===== src/rtl/multicycle_control.sv =====
// Multicycle datapath controller: Moore FSM sequencing fetch/decode/execute
// for lw, sw, R-type, beq, j and addi, with a sticky illegal-opcode flag.
//
// state  | meaning
// -------+-------------------------------------------------------------
// FETCH  | read instruction into IR, PC <= PC + 4
// DECODE | read registers, precompute branch target
// MEMADR | compute load/store address (base + imm)
// MEMRD  | read data memory at computed address
// MEMWB  | write loaded word to rt
// MEMWR  | write rt to data memory
// EXEC   | R-type ALU operation
// RWB    | write ALU result to rd
// BEQ    | compare, load branch target into PC when Zero
// JUMP   | load jump target into PC
// ADDIEX | addi ALU operation (rs + imm)
// ADDIWB | write addi result to rt

module multicycle_control #(
    parameter int STATE_W = 4
) (
    input  logic               clk,
    input  logic               rst,
    input  logic [5:0]         Opcode,
    input  logic               Zero,
    output logic               PC_En,
    output logic               IorD,
    output logic               MemRead,
    output logic               MemWrite,
    output logic               IRWrite,
    output logic               MemToReg,
    output logic               RegDst,
    output logic               RegWrite,
    output logic               ALUSrcA,
    output logic [1:0]         ALUSrcB,
    output logic [1:0]         ALUOp,
    output logic [1:0]         PCSource,
    output logic [STATE_W-1:0] State,
    output logic               Illegal
);

    localparam logic [5:0] OP_RTYPE = 6'b000000;
    localparam logic [5:0] OP_J     = 6'b000010;
    localparam logic [5:0] OP_BEQ   = 6'b000100;
    localparam logic [5:0] OP_ADDI  = 6'b001000;
    localparam logic [5:0] OP_LW    = 6'b100011;
    localparam logic [5:0] OP_SW    = 6'b101011;

    typedef enum logic [3:0] {
        S_FETCH  = 4'd0,
        S_DECODE = 4'd1,
        S_MEMADR = 4'd2,
        S_MEMRD  = 4'd3,
        S_MEMWB  = 4'd4,
        S_MEMWR  = 4'd5,
        S_EXEC   = 4'd6,
        S_RWB    = 4'd7,
        S_BEQ    = 4'd8,
        S_JUMP   = 4'd9,
        S_ADDIEX = 4'd10,
        S_ADDIWB = 4'd11
    } state_t;

    typedef struct packed {
        logic       iord;
        logic       memread;
        logic       memwrite;
        logic       irwrite;
        logic       memtoreg;
        logic       regdst;
        logic       regwrite;
        logic       alusrca;
        logic [1:0] alusrcb;
        logic [1:0] aluop;
        logic [1:0] pcsource;
        logic       pcen;
    } ctrl_t;

    state_t state;
    state_t nxt_state;
    ctrl_t  ctrl;
    logic   illegal_q;

    function automatic ctrl_t decode(input state_t s);
        ctrl_t c;
        c = '0;
        case (s)
            S_FETCH: begin
                c.memread  = 1'b1;
                c.irwrite  = 1'b1;
                c.alusrcb  = 2'b01;
                c.pcen     = 1'b1;
            end
            S_DECODE: c.alusrcb = 2'b11;
            S_MEMADR, S_ADDIEX: begin
                c.alusrca  = 1'b1;
                c.alusrcb  = 2'b10;
            end
            S_MEMRD: begin
                c.memread  = 1'b1;
                c.iord     = 1'b1;
            end
            S_MEMWB: begin
                c.memtoreg = 1'b1;
                c.regwrite = 1'b1;
            end
            S_MEMWR: begin
                c.memwrite = 1'b1;
                c.iord     = 1'b1;
            end
            S_EXEC: begin
                c.alusrca  = 1'b1;
                c.aluop    = 2'b10;
            end
            S_RWB: begin
                c.regdst   = 1'b1;
                c.regwrite = 1'b1;
            end
            S_BEQ: begin
                c.alusrca  = 1'b1;
                c.aluop    = 2'b01;
                c.pcsource = 2'b01;
            end
            S_JUMP: begin
                c.pcsource = 2'b10;
                c.pcen     = 1'b1;
            end
            S_ADDIWB: c.regwrite = 1'b1;
            default: c = '0;
        endcase
        return c;
    endfunction

    // Opcode only matters in DECODE and MEMADR; anything but sw in MEMADR is treated as lw.
    always_comb begin
        nxt_state = S_FETCH;
        case (state)
            S_FETCH: nxt_state = S_DECODE;
            S_DECODE: begin
                case (Opcode)
                    OP_LW, OP_SW: nxt_state = S_MEMADR;
                    OP_RTYPE:     nxt_state = S_EXEC;
                    OP_BEQ:       nxt_state = S_BEQ;
                    OP_J:         nxt_state = S_JUMP;
                    OP_ADDI:      nxt_state = S_ADDIEX;
                    default:      nxt_state = S_FETCH;
                endcase
            end
            S_MEMADR: nxt_state = (Opcode == OP_SW) ? S_MEMWR : S_MEMRD;
            S_MEMRD:  nxt_state = S_MEMWB;
            S_EXEC:   nxt_state = S_RWB;
            S_ADDIEX: nxt_state = S_ADDIWB;
            default:  nxt_state = S_FETCH;
        endcase
    end

    // Outputs are registered from the next state so they always track the state register.
    always_ff @(posedge clk) begin
        if (rst) begin
            state     <= S_FETCH;
            ctrl      <= decode(S_FETCH);
            illegal_q <= 1'b0;
        end else begin
            state <= nxt_state;
            ctrl  <= decode(nxt_state);
            if (state == S_DECODE && nxt_state == S_FETCH)
                illegal_q <= 1'b1;
        end
    end

    assign PC_En    = ctrl.pcen | ((state == S_BEQ) & Zero);
    assign IorD     = ctrl.iord;
    assign MemRead  = ctrl.memread;
    assign MemWrite = ctrl.memwrite;
    assign IRWrite  = ctrl.irwrite;
    assign MemToReg = ctrl.memtoreg;
    assign RegDst   = ctrl.regdst;
    assign RegWrite = ctrl.regwrite;
    assign ALUSrcA  = ctrl.alusrca;
    assign ALUSrcB  = ctrl.alusrcb;
    assign ALUOp    = ctrl.aluop;
    assign PCSource = ctrl.pcsource;
    assign State    = STATE_W'(state);
    assign Illegal  = illegal_q;

endmodule


===== config.mk =====
export PLATFORM = sky130hd
export DESIGN_NAME = multicycle_control
export DESIGN_NICKNAME = d
export VERILOG_FILES = /design/src/rtl/multicycle_control.sv
export SDC_FILE = /design/constraint.sdc
export NUM_CORES = 1
export LEC_CHECK = 0
export BUFFER_PORTS_ARGS = -buffer_cell sky130_fd_sc_hd__buf_2
export CORE_MARGIN = 2
export CORE_UTILIZATION = 45
export CTS_CLUSTER_SIZE = 30
export DETAILED_ROUTE_END_ITERATION = 8
export PLACE_DENSITY = 0.71
export SLEW_MARGIN = 40
export SYNTH_ARGS = -nofsm -noshare
export SYNTH_HDL_FRONTEND = slang
export SYNTH_SLANG_ARGS = --single-unit
export TNS_END_PERCENT = 50

===== constraint.sdc =====
create_clock -name clk -period 4.3 [get_ports clk]
set_clock_uncertainty 0.15 [all_clocks]
set_input_delay 0.215 -clock clk [delete_from_list [all_inputs] [get_ports clk]]
set_output_delay 0.215 -clock clk [all_outputs]
set_load 0.02 [all_outputs]

; ---- Yosys cells after proc, flatten, opt, wreduce, memory -nomap -nowiden
; Index checks and enable logic that the tools add are counted.
[op_classes]
add_sub_neg = 0
mul = 0
div_mod_pow = 0
magnitude_cmp = 0
n_eq_ne = 22
shifts = 0
n_mux = 15
bitwise = 2
n_reduce_logical = 11
[ops]
columns = operator, count
row1 = 4-bit equality test (second input constant), 6
row2 = 4-bit case mux with 6 select lines, 1
row3 = 4-bit by 3-bit equality test with 1-bit output (second input constant), 5
row4 = 4-bit case mux with 5 select lines, 1
row5 = 4-bit by 2-bit equality test with 1-bit output (second input constant), 4
row6 = 6-bit equality test (second input constant), 2
row7 = 2-bit OR reduction, 5
row8 = 1-bit two-way mux, 9
row9 = 4-bit by 1-bit equality test with 1-bit output (second input constant), 2
row10 = 4-bit zero test, 2
row11 = 2-bit case mux with 2 select lines, 2
row12 = 6-bit by 2-bit equality test with 1-bit output (second input constant), 1
row13 = 6-bit by 3-bit equality test with 1-bit output (second input constant), 1
row14 = 6-bit by 4-bit equality test with 1-bit output (second input constant), 1
row15 = 6-bit zero test, 1
row16 = 2-bit case mux with 3 select lines, 1
row17 = 4-bit OR reduction, 1
row18 = 3-bit two-way mux, 1
row19 = 3-bit OR reduction, 1
row20 = 1-bit bitwise AND, 1
row21 = 1-bit logical AND, 1
row22 = 1-bit bitwise OR, 1
[word_totals]
reg_bits = 20
latchBits = 0
ramBits = 0
romBits = 0
in_bits = 9
wordCells = 64
memories = 0

; ---- Longest topological paths before layout
; Gate-level depths: netlist (run 1).
[logic_depth]
depth_word = 7
depth_mapped = 5

; ---- Worst setup path before layout (run 1)
; Ideal clock, no wire load.
[synth_path]
path_kind = register -> register
start = register state[2], in the netlist State[2]
end = register ctrl (netlist bit RegWrite)
arrival_ps = 1496
setup_slack_ps = 2579
path_stages_with_launch = 6
n_path_buf = 1
period_less_slack_ps = 1721
cell_sequence = dfxtp_1 > buf_6 > or4b_4 > nor4_4 > a21oi_2 > a22oi_2
[synth_between]
elab_chain_len = 5
elab_cells_between_ends = 12
classes_between = eq/ne: 8 / mux: 2 / reduce/logical: 2
[synth_rtl]
columns = element, line
row1 = "start, declared", 79  ; state_t state;
row2 = "start signal, assigned", 164  ; state <= nxt_state;
row3 = "4-bit equality test, or another cell as far along", 137  ; case (state)
row4 = 4-bit case mux with 6 select lines *, 137
row5 = 4-bit equality test / 4-bit by 3-bit equality test with 1-bit output (equally long branches), 87  ; case (s)
row6 = 3-bit OR reduction (no source line) *, -
row7 = 1-bit two-way mux *, 87
row8 = "end signal, assigned", 161  ; ctrl <= decode(S_FETCH);
row9 = "end signal, assigned", 165  ; ctrl <= decode(nxt_state);
row10 = "end, declared", 81  ; ctrl_t ctrl;
; Every way passes the cells marked *; elsewhere a longest branch is shown, timed or not.
; A chain may end at the register's enable or synchronous reset.

; ---- Final worst setup path (run 1)
; Ends and elaborated chain as after synthesis.

==> results of run 1 <==
-- worst max-delay path: cells and delay by family (launching register included) --
family             cells  cell delay, ns
AOI/OAI and AO/OA      2            0.59
DFF                    1            0.54
and+or+nand+nor        2            0.54
-- sequential cells by signal (all words and copies together), names as in the netlist, 2 cells and up --
register  count
ALUOp         2
State         4
PCSource      2
ALUSrcB       2
-- cells in the mapped netlist, types with 2 or more instances --
cell | number | share of area [%]
a31o_2 | 2 | 1.8
nor3b_1 | 6 | 4.5
nand2_1 | 4 | 1.5
nor2_1 | 9 | 3.4
nand2b_1 | 2 | 1.3
inv_1 | 4 | 1.5
dfxtp_1 | 20 | 40
and3_1 | 2 | 1.3
a21oi_1 | 7 | 3.5
nor3_1 | 3 | 1.5
buf_4 | 6 | 4.5
a211oi_1 | 5 | 3.8
a41oi_1 | 2 | 1.8
clkbuf_1 | 3 | 1.1
o21ai_0 | 4 | 2.0
-- worst paths after layout --
check,to,slack (ns),from,depth (start not counted)
worst max-delay path,RegWrite,2.41,State[2],4
worst min-delay path,Illegal,0.12,rst,2
worst max register to register,RegWrite,2.41,State[2],4
worst min register to register,Illegal,0.33,Illegal,2
-- metal layers --
layer,vias to the layer above,share of wire [%]
met3,2,5.6
li1,436,-
met4,0,0.82
met2,38,49
met5,-,0
met1,408,45
-- cells by family (layout without fill, tap and decap cells) --
family | count (synthesis) | count (layout)
AND/OR/NAND/NOR | 39 | 39
AO/OA/AOI/OAI | 33 | 33
flip-flops | 20 | 20
buffers and inverters | 15 | 36
XOR/XNOR | 1 | 1
-- stage by stage --
| stage | total power, µW | area [µm²] | instances | utilization (%) |
|---|---|---|---|---|
| detailed placement | 255.4 | 1097 | 153 | 51.08 |
| CTS | 360.9 | 1134 | 157 | 52.77 |
| floorplan | 238.6 | 994.7 | 108 | - |
| global route | 377.1 | 1134 | 157 | 52.77 |
| global placement | 254.1 | 1097 | 153 | 51.08 |
| finish | 358.8 | 1134 | 157 | 52.77 |
-- layout make-up --
type	count	area, µm²	share of cell area, %
Clock buffer	4	36.28	3.201
Tap cell	28	35.03	3.091
Timing Repair Buffer	28	140.1	12.36
Inverter	4	15.01	1.325
Sequential cell	20	400.4	35.32
Multi-Input combinational cell	73	506.7	44.70
-- power groups by stage --
stage	Combinational (µW)	Sequential [µW]	Clock [µW]
global route	59.7	198	119
finish	54.8	197	107
CTS	54.7	197	109
global placement	53.4	201	0
detailed placement	54.4	201	0
floorplan	34.9	204	0
==> results_dict.tcl, run 1 <==
set metrics [dict create \
    synthXorXnorAreaFrac_pct 0.8805 \
    number_of_global_route_vias_before_repair 776 \
    synth_async_sr_flop_share_pct 0 \
    postSynth.topFlopCell "dfxtp_1" \
    whs_ns 0.1154 \
    timing_max_transition_violations_final 0 \
    tritoncts_num_sinks 20 \
    routed-via-count 884 \
    fin_crit_sh_pct 43.90 \
    drt_iter0_markers 30 \
    post_synth_and_or_nand_nor_area_fraction_pct 25.79 \
    gpl.final_weighted_congestion 0.9279 \
    timing.critical_path.fanout_max 11 \
    place_worst_setup_slack_ns 2.471 \
    clock_latency_reported_for_the_late_side_of_the_worst_skew_pair_ns 0.30 \
    grt.met2_usage_pct 26.19 \
    arrival_ns 1.96 \
    number_of_antenna_violating_nets_in_the_routed_design 0 \
    firstDrtPassIters 4 \
    post-dp-hpwl_um 1519 \
    muxShareOfSynthArea_pct 0 \
    setup_viol 0 \
    floorplan.die.height_um 51.02 \
    mostFrequentLayoutCells "buf_2 (28), dfxtp_1 (20), nor2_1 (9)" \
    ios 29 \
    timing.final.hold_violations 0 \
    net_switching_uw 94.72 \
    cp_slowest_cell "dfxtp_1" \
    worstPathCellList "or2b_1 -> a21oi_1 -> nand2_1 -> a22oi_2" \
    detail_route.wirelength_um 2078 \
    yosys_register_bits 20 \
    final_common_cell "buf_2" \
    worst_path_largest_cell_delay_ns 0.54 \
    worst_slack_ns 2.412 \
    final_layout_size_suffix_gt1_share_pct 32.56 \
    startpoint_type_of_the_worst_setup_path "flop" \
    die_area_mm2 0.002603 \
    endpoint_type_of_the_worst_setup_path "flop" \
    synth_fa_ha_area_share_pct 0 \
    tightest_slew_ns 0.4953 \
    syn_nets 117 \
    top_usage_layer "met2" \
    worst_slew_margin_rel_pct 66.80 \
    clockRootBuffer "clkbuf_4" \
    max-clock-path-buffers 2 \
    syn2layout_area_growth_pct 13.96 \
    cts.hold.buffers_added 0 \
    timing_worst_setup_path_type "flop to flop" \
    final.fill_count 199 \
    synth_sequential_area_ratio_pct 40.25 \
    gr-total-overflow 0 \
    num_rows 17 \
    setup-tns-final_ns 0 \
    intPower_uw 264.1 \
    power_frac_clock_pct 29.9 \
    start_util_pct 46.30 \
    maximum_number_of_pins_on_one_net_before_global_route_repair 17 \
    globalRouteMet1Util_pct 22.04 \
    syn_area_per_cell_um2 9.210 \
    grt_setup_unrepaired "false" \
    antenna-diode-count 0 \
    synth_top_family_by_area "simple AND/OR/NAND/NOR gates" \
    htree_levels 1 \
    leakagePower_uw 0.0004917 \
    netlist_area_um2 994.7 \
    num_cts_buffers 3 \
    tritoncts "done" \
    run_status "complete, no violations" \
    comb_power_share_pct 15.3 \
    grtUsageMet3_pct 1.754 \
    max_freq_ghz 0.5297 \
    max-vdd-ir-drop_uv 149.8 \
    max-cap-violations 0 \
    antenna_found_initial 0 \
    viasPerCell 5.631 \
    average_wire_length_per_cell_after_detail_routing_um 13.24 \
    numPortBuffers 28 \
    synth-edff-count 0 \
    dieWidth_um 51.02 \
    cts.reportedPaths.clkPinSlew_ns 0.11 \
    fin_crit_ns 1.888 \
    post_cts_buffers 0 \
    synth_compound_area_share_pct 24.28 \
    cts_repair_resize_count 0 \
    classification_of_the_worst_slack_hold_path "input pin to flop" \
    number_of_distinct_library_cell_variants_in_the_gate_level_netlist_after_synthesis 44 \
    power.density_cell_area_mw_per_mm2 316.5 \
    share_of_power_burned_in_registers_pct 54.9 \
    final_nets 139 \
    coreArea_mm2 0.002148 \
    postSynthCellCount 108 \
    grt_total_usage_pct 17.07 \
    worst_ep_required_time_ns 4.38 \
    switching_share_pct 26.40 \
    synthesis.yosys.warnings 0 \
    drc 0 \
    grt_first_pass_wirelength_um 3312 \
]
(Power assumes the default switching activity.)
==> run 2, diff against run 1 <==
--- a/config.mk
+++ b/config.mk
@@ -10,7 +10,7 @@
 export CORE_UTILIZATION = 45
 export CTS_CLUSTER_SIZE = 30
 export DETAILED_ROUTE_END_ITERATION = 8
-export PLACE_DENSITY = 0.71
+export PLACE_DENSITY = 0.74
 export SLEW_MARGIN = 40
 export SYNTH_ARGS = -nofsm -noshare
 export SYNTH_HDL_FRONTEND = slang
==> constraint.sdc (replaced) <==
create_clock -name clk -period 1.56 [get_ports clk]
set_clock_uncertainty 0.15 [all_clocks]
set_input_delay 0.078 -clock clk [delete_from_list [all_inputs] [get_ports clk]]
set_output_delay 0.078 -clock clk [all_outputs]
set_load 0.02 [all_outputs]
==> results_dict.tcl, run 2 (synthesis results as in run 1) <==
set metrics [dict create \
    drt_iter0_markers 13 \
    clockRootBuffer "clkbuf_4" \
    place_worst_setup_slack_ns -0.1316 \
    whs_path_depth 4 \
    final.fill_count 189 \
    grt_first_pass_wirelength_um 4188 \
    antenna-diode-count 0 \
    htree_levels 1 \
    coreArea_mm2 0.002148 \
    net_switching_uw 292.9 \
    grt_total_usage_pct 21.39 \
    post-dp-hpwl_um 1948 \
    routed-via-count 991 \
    critical_path.reg2reg.endpoint "RegWrite" \
    run_status "complete, but fails checks" \
    tritoncts "done" \
    worst_ep_required_time_ns 1.67 \
    num_rows 17 \
    start_util_pct 46.30 \
    numPortBuffers 28 \
    max-clock-path-buffers 2 \
    cts.reportedPaths.clkPinSlew_ns 0.13 \
    largest_register_ff_count 4 \
    intPower_uw 875.7 \
    syn2layout_area_growth_pct 37.48 \
    gpl.final_weighted_congestion 0.9181 \
    timing.final.hold_violations 0 \
    arrival_ns 1.73 \
    reg2reg_depth 4 \
    ios 29 \
    dieWidth_um 51.02 \
    startpoint_type_of_the_worst_setup_path "flop" \
    worst_slack_ns -0.06980 \
    fin_crit_ns 1.630 \
    drc 0 \
    die_area_mm2 0.002603 \
    min_from "Opcode[4]" \
    power_frac_clock_pct 36.6 \
    grt_setup_unrepaired "true" \
    switching_share_pct 25.06 \
    tritoncts_num_sinks 20 \
    comb_power_share_pct 17.5 \
    max-vdd-ir-drop_uv 446.9 \
    final_layout_size_suffix_gt1_share_pct 49.01 \
    max_freq_ghz 0.6136 \
    mostFrequentLayoutCells "buf_2 (27), buf_4 (22), dfxtp_1 (18)" \
    timing_max_transition_violations_final 0 \
    violated_checks "setup timing" \
    clock_latency_reported_for_the_late_side_of_the_worst_skew_pair_ns 0.31 \
    fin_crit_sh_pct 104.5 \
    setup_viol 5 \
    post_cts_buffers 0 \
    leakagePower_uw 0.0006209 \
    whs_ns 0.04138 \
    floorplan.die.height_um 51.02 \
    final_nets 161 \
    gr-total-overflow 0 \
    number_of_global_route_vias_before_repair 954 \
    maximum_number_of_pins_on_one_net_before_global_route_repair 17 \
    reg2reg_slack_ns -0.07 \
    tightest_slew_ns 0.3670 \
    r2r-start "State[2]" \
    firstDrtPassIters 4 \
    timing.critical_path.fanout_max 6 \
    final_common_cell "buf_2" \
    whs_endpoint "State[1]" \
    average_wire_length_per_cell_after_detail_routing_um 14.18 \
    endpoint_type_of_the_worst_setup_path "flop" \
    detail_route.wirelength_um 2539 \
    power.density_cell_area_mw_per_mm2 854.5 \
    viasPerCell 5.536 \
    timing_worst_setup_path_type "flop to flop" \
    share_of_power_burned_in_registers_pct 45.8 \
    classification_of_the_worst_slack_hold_path "input pin to flop" \
    num_cts_buffers 3 \
    number_of_antenna_violating_nets_in_the_routed_design 0 \
    worst_slew_margin_rel_pct 75.54 \
    max-cap-violations 0 \
    antenna_found_initial 0 \
]
==> run 2: changes by cell type in the layout (fill, tap and decap cells not counted), moves of 2 or more <==
cell     previous run  this run
nor3b_1             6         4
buf_4               0        22
o21ai_0             4         1
dfxtp_1            20        18
nor3b_2             0         2
o21ai_1             0         3
dfxtp_2             0         2
==> run 2: worst max path at each step <==
stage,cells after the start,endpoint,from
finish,4,RegWrite,State[2]
floorplan,5,RegWrite,State[2]
global placement,5,ALUSrcB[1],State[2]
detailed placement,4,ALUSrcA,State[2]
CTS,4,RegWrite,State[2]
global route,4,RegWrite,State[2]
==> run 2: per-layer routing <==
metal / part of all wire, % / GRT usage, % / routed length, µm
met1: 43 / 26.97 / 1098
met2: 51 / 35.71 / 1289
met5: 0 / 0 / 0
met4: 2.6 / 11.71 / 67
met3: 3.3 / 2.047 / 84
==> run 2: area by class of cell <==
type | count | area, µm² | share of cell area (%)
clock buffers | 3 | 22.52 | 1.647
clock inverters | 1 | 30.03 | 2.196
inverters | 4 | 15.01 | 1.098
multi-input cells | 73 | 551.8 | 40.35
flip-flops and latches | 20 | 402.9 | 29.46
well taps | 28 | 35.03 | 2.562
repair buffers | 50 | 310.3 | 22.69
==> run 2: worst max-delay path, stage by stage, from the launching register on <==
cell and delay [ns]:
dfxtp_2 0.37, or4b_4 0.56, nor4_4 0.27, a21oi_2 0.08
a22oi_2 0.14
==> run 2: what timing repair did <==
action / in CTS / in global routing
cloned: 0 / 0
endpoints found under the setup margin: 14 / 16
hold buffers: 1 / 0
hold endpoints to repair: 1 / 0
pin swaps: 0 / 3
gates resized for setup: 8 / 7
==> run 2: through the flow <==
step	power (µW)	setup TNS, ns	util (%)	instances	instance area, µm²
after detailed placement	738.0	-0.3468	58.47	174	1256
final	1169	-0.1654	63.66	179	1368
after CTS	1162	-0.2089	62.78	179	1349
after floorplan	657.8	-0.5216	-	108	996.0
after global routing	1204	-0.9082	63.66	179	1368
after global placement	732.0	-0.0004456	58.47	174	1256
==> run 2: power by group through the flow <==
stage	clock [µW]	sequential, µW	combinational, µW
after floorplan	0	562	96.1
after global placement	0	547	185
after detailed placement	0	547	191
after CTS	427	536	199
after global routing	444	538	222
final	428	536	205
